File: config.mk
export PLATFORM = sky130hd
export DESIGN_NAME = tff_counter
export DESIGN_NICKNAME = d
export VERILOG_FILES = /design/src/rtl/tff_pkg.sv /design/src/rtl/tff_cell.sv /design/src/rtl/tff_counter.sv
export SDC_FILE = /design/constraint.sdc
export NUM_CORES = 1
export LEC_CHECK = 0
export CAP_MARGIN = 10
export CORE_MARGIN = 2
export CORE_UTILIZATION = 36
export CTS_CLUSTER_DIAMETER = 100
export DETAILED_ROUTE_END_ITERATION = 10
export MAX_ROUTING_LAYER = met4
export PLACE_DENSITY_LB_ADDON = 0.2
export SKIP_LAST_GASP = 1
export SYNTH_ARGS = -nofsm -noshare
export SYNTH_HDL_FRONTEND = slang
export SYNTH_SLANG_ARGS = --single-unit
File: constraint.sdc
create_clock -name clk -period 1.4 [get_ports clk]
set_input_delay 0.42 -clock clk [delete_from_list [all_inputs] [get_ports clk]]
set_output_delay 0.42 -clock clk [all_outputs]
set_load 0.01 [all_outputs]
File: src/rtl/tff_pkg.sv
// Shared constants for the T-flip-flop counter: legal width range and default end-of-range policy.
package tff_pkg;
    localparam int unsigned TFF_WIDTH_MIN    = 2;
    localparam int unsigned TFF_WIDTH_MAX    = 32;
    localparam bit          TFF_WRAP_DEFAULT = 1'b1;
endpackage

File: src/rtl/tff_cell.sv
// Single T flip-flop bit with synchronous clear/load; priority sclr > sload > toggle.
// Latency: one edge. No backpressure; acts on every rising clk edge.
module tff_cell (
    input  logic clk,
    input  logic reset_n,
    input  logic sclr,
    input  logic sload,
    input  logic d,
    input  logic t,
    output logic q
);
    logic q_q;
    logic q_d;

    always_comb begin
        q_d = q_q;
        if (sclr) begin
            q_d = 1'b0;
        end else if (sload) begin
            q_d = d;
        end else if (t) begin
            q_d = ~q_q;
        end
    end

    always_ff @(posedge clk or negedge reset_n) begin
        if (!reset_n) begin
            q_q <= 1'b0;
        end else begin
            q_q <= q_d;
        end
    end

    assign q = q_q;
endmodule

File: src/rtl/tff_counter.sv
// Up (or up/down with TFF_COUNTER_DOWN_EN) counter built from per-bit T cells; wrap or saturate.
// Latency: q and ovf update one edge after the request; tc is combinational from q.
// No backpressure: a request with en=1 and t=1 is taken on every edge.
module tff_counter
    import tff_pkg::*;
#(
    parameter int unsigned WIDTH = 8,
    parameter bit          WRAP  = TFF_WRAP_DEFAULT
) (
    input  logic             clk,
    input  logic             reset_n,
    input  logic             en,
    input  logic             t,
    input  logic             clr,
    input  logic             load,
    input  logic [WIDTH-1:0] load_val,
`ifdef TFF_COUNTER_DOWN_EN
    input  logic             up_dn,
`endif
    output logic [WIDTH-1:0] q,
    output logic             tc,
    output logic             ovf
);
    if (WIDTH < TFF_WIDTH_MIN || WIDTH > TFF_WIDTH_MAX) begin : g_width_check
        $error("tff_counter: WIDTH out of range");
    end

    logic             count_up;
    logic             cnt_act;
    logic             at_tc;
    logic             step;
    logic [WIDTH-1:0] ones_below;
    logic [WIDTH-1:0] zeros_below;
    logic [WIDTH-1:0] tog;
    logic             ovf_q;
    logic             ovf_d;

`ifdef TFF_COUNTER_DOWN_EN
    assign count_up = up_dn;
`else
    assign count_up = 1'b1;
`endif

    assign cnt_act = en & t & ~clr & ~load;
    assign at_tc   = count_up ? (&q) : ~(|q);
    // Saturate mode suppresses every toggle at terminal count; wrap falls out of the carry chain.
    assign step    = cnt_act & (WRAP | ~at_tc);

    always_comb begin
        ones_below     = '0;
        zeros_below    = '0;
        ones_below[0]  = 1'b1;
        zeros_below[0] = 1'b1;
        for (int i = 1; i < int'(WIDTH); i++) begin
            ones_below[i]  = ones_below[i-1] & q[i-1];
            zeros_below[i] = zeros_below[i-1] & ~q[i-1];
        end
        tog = {WIDTH{step}} & (count_up ? ones_below : zeros_below);
    end

    for (genvar i = 0; i < int'(WIDTH); i++) begin : g_bit
        tff_cell u_cell (
            .clk     (clk),
            .reset_n (reset_n),
            .sclr    (clr),
            .sload   (load),
            .d       (load_val[i]),
            .t       (tog[i]),
            .q       (q[i])
        );
    end

    assign ovf_d = cnt_act & at_tc;

    always_ff @(posedge clk or negedge reset_n) begin
        if (!reset_n) begin
            ovf_q <= 1'b0;
        end else begin
            ovf_q <= ovf_d;
        end
    end

    assign tc  = at_tc;
    assign ovf = ovf_q;
endmodule

Word level (Yosys, flattened, before mapping)
Index checks and enable logic that the tools add are counted.
- logic and storage cells: 63
- register bits: 9
- output and inout bits: 10
- reductions and logical operators: 9
- muxes and demuxes: 24
- bitwise operators: 21
- operators with widths (cell ; number):
    2-to-1 mux 1 bit ; 24
    nonzero test 3 bit ; 8
    bitwise AND 1 bit ; 10
    NOT 1 bit ; 10
    bitwise AND 8 bit ; 1
    AND reduction 8 bit ; 1

Longest topological paths before layout
- depth in word-level cells: 10
- mapped depth: 4

Modules after synthesis
From an unflattened synthesis, not the netlist that was laid out.
- cell total of the unflattened synthesis: 61
- area total of the unflattened synthesis: 604.3 um^2
- by module, submodules not included (module ; cells each ; instances ; area an instance (um^2) ; seq. area each (um^2)):
    tff_cell ; 5 ; 8 ; 56.3 ; 25.0
    tff_counter ; 21 ; 1 ; 153.9 ; 25.0

Worst setup path before layout
No wires, ideal clock.
- path kind: register to register
- from: reg g_bit[0].u_cell.q_q
- to: reg g_bit[6].u_cell.q_q
- clock period less this slack: 1422 ps
- arrival time: 1323 ps
- setup slack: -22 ps
- library setup time: 99 ps
- cell stages (with the launch flop): 5
- cell sequence: dfrtp_1 nand3_2 buf_6 or4_1 a311oi_1
- longest elaborated chain between the ends: 7
- RTL lines (item ; RTL line ; source):
    from (decl) ; tff_cell.sv:12 ; logic q_q;
    from (signal assigned) ; tff_cell.sv:30 ; q_q <= q_d;
    bitwise AND 1 bit (5 in series) ; tff_counter.sv:55 ; ones_below[i] = ones_below[i-1] & q[i-1];
    bitwise AND 8 bit ; tff_counter.sv:58 ; tog = {WIDTH{step}} & (count_up ? ones_below : zeros_below);
    nonzero test 3 bit (no source line) ; - ;
    to (signal assigned) ; tff_cell.sv:30 ;
    to (decl) ; tff_cell.sv:12 ;
Every way passes these cells.
A chain may end at the register's enable or synchronous reset.

Worst setup path in the final report
- from: reg g_bit[5].u_cell.q_q
- to: out tc
- longest elaborated chain between the ends: 1
- RTL lines (item ; RTL line ; source):
    from (decl) ; tff_cell.sv:12 ;
    from (signal assigned) ; tff_cell.sv:30 ;
    AND reduction 8 bit ; tff_counter.sv:45 ; assign at_tc = count_up ? (&q) : ~(|q);
    to (decl) ; tff_counter.sv:21 ; output logic tc,
Every way passes these cells.

==> results.cfg <==
[final_layout]
fill_cells = 149
mostFrequentLayoutCells = 20 x buf_4, 11 x clkdlybuf4s50_1, 10 x nor2_1, 9 x dfrtp_1, 6 x buf_2
areaGrowthSynthToFinish_pct = 63.4
fin_cells = 115
final_common_cell = buf_4
drive_above_1_share = 0.455
stdcell_area_um2 = 938
nNetsFinal = 114
antenna_cells = 0
register_area_um2 = 225
multiInputGateArea_um2 = 309

[logic_synthesis]
synth-edff-count = 0
synth_flop_cell = dfrtp_1
syn-mean-instance-area_um2 = 9.12
yosysUniqueCellTypes = 21
async_flop_share = 1.00
syn_nets = 77
synth_seq_cells = 9
seq_area_frac_synth = 0.392
yosysWarningCount = 0
netlist_area_um2 = 574
syn_inst = 63

[placed_design]
hpwl_um = 1070
port_buffers = 23
placed_cells = 109
place.gp.congestion = 0.768
dpl_cell_area_um2 = 881

[grt]
antenna_found_initial = 0
grt_pass1_wl_um = 2410
grt-ovfl-total = 0
grt_util_all_layers = 0.186
grt_pass1_vias = 576
grt_max_degree = 12

[sta]
fmax_mhz = 605
clock_skew_ps = 4.79
min_period_over_period = 1.18
rsz0062_at_grt = yes
layout_setup_ws_ps = -252
slew_headroom = 0.724
period_needed_ps = 1650
finalSetupViolCount = 5
final_max_slew_viol_count = 0
timing.hold.ws_ps = 442
worst_pin_slew_ps = 413
hold_violations = 0

[route]
ant_nets = 0
wl_um = 1560
drt-pass1-iter-count = 3
routedWlPerCell_um = 13.5
via_count = 603
drc_errors = 0
drt_iter0_drc = 3
via_per_inst = 5.24

[setup_path]
rr_endpoint = g_bit[7].u_cell.q
critPathLaunchType = flip-flop
critPathRequiredTime_ps = 980
end_kind = primary output
worst_ep_arrival_time_ps = 1230
crit_type = reg -> out
r2r_cells = 4
cp_max_fo = 2
r2r_start = g_bit[5].u_cell.q
r2r_slack_ps = -120

[clock_tree]
clockRootBuffer = clkbuf_4
cts_sinks = 9
clk_latency_ps = 270
clk_pin_slew_ps = 70
cts_buffers = 3
max-clock-path-buffers = 2
cts_tree = built
h-tree-depth = 1

[floorplanning]
core_um2 = 1510
ios = 24
die_h_um = 43.9
die_w_um = 43.9
initial_utilization = 0.381
rows = 14
dieArea_um2 = 1930

[run_status]
violations = setup timing
status = finished, violations left

[min_path]
hp-class = in -> async

[flow_run]
maxCapViolCount = 0

[power_and_ir_drop]
power_uw = 691
leakage_nw = 0.407
ir_drop_v = 0.000306
power.density_nw_per_um2 = 736
-- layout make-up --
class,instances,share of cell area
flip-flops and latches,9,0.240
repair buffers,43,0.373
clock buffers,4,0.0280
well taps,16,0.0213
multi-input cells,41,0.329
inverters,2,0.00800
-- cell usage after synthesis (2+ instances only) --
library cell,n,share of area
o31ai_1,3,0.039
a311oi_1,5,0.076
buf_4,8,0.10
dfrtp_1,9,0.39
nand4_1,2,0.022
nand3_1,3,0.026
nor2_1,10,0.065
o21ai_0,2,0.017
or3_2,2,0.026
inv_1,2,0.013
xor2_1,3,0.046
or4_1,3,0.039
a211oi_1,3,0.039
-- repair_timing --
action                     CTS  global route
buffers inserted             3             4
setup endpoints to repair   15             7
pin swaps                    7             6
hold buffers                 0             0
gates resized for setup     45             6
-- cells by family (layout without fill, tap and decap cells) --
| kind of cell | after synthesis | count (layout) | synth area share |
|---|---|---|---|
| buf+inv | 13 | 49 | 0.150 |
| flops | 9 | 9 | 0.392 |
| compound gates | 13 | 13 | 0.172 |
| simple gates | 25 | 25 | 0.240 |
| xor+xnor | 3 | 3 | 0.0458 |
-- stage by stage --
stage / setup WS [ps] / TNS [ps] / util
2_1_floorplan: -20.8 / -26.0 / -
3_3_place_gp: -466 / -3530 / 0.585
3_5_place_dp: -502 / -3710 / 0.585
4_1_cts: -243 / -347 / 0.596
5_1_grt: -338 / -933 / 0.623
6_report: -252 / -487 / 0.623
-- report_power, final --
part / internal, mW / leakage [nW] / switching (mW)
combinational: 0.105 / 0.274 / 0.0843
clock: 0.111 / 0.0150 / 0.105
sequential: 0.276 / 0.118 / 0.00949
total: 0.492 / 0.407 / 0.199
-- flip-flops by register name (all words and copies together), names as in the netlist --
name            flops
g_bit.u_cell.q      8
ovf                 1
-- worst max-delay path, stage by stage, from the launching register on --
cell and delay [ps]:
dfrtp_1 360, nand4_1 130, or2_4 250, nor2_1 90, buf_2 130
-- layer usage --
layer | routed length (µm) | GRT usage
met1 | 599 | 0.200
met2 | 839 | 0.303
met3 | 64 | 0.0250
met4 | 55 | 0.145
met5 | 0 | -
-- how the worst max path moves through the flow --
stage                                  from                end  cells past startpoint
after global routing      g_bit[5].u_cell.q                 tc                      4
after global placement                    t  g_bit[4].u_cell.q                      4
after CTS                 g_bit[6].u_cell.q                 tc                      4
after floorplan           g_bit[0].u_cell.q  g_bit[6].u_cell.q                      4
after detailed placement                  t  g_bit[7].u_cell.q                      4
final                     g_bit[5].u_cell.q                 tc                      4
Note: power is estimated with default switching activity, not from simulation.
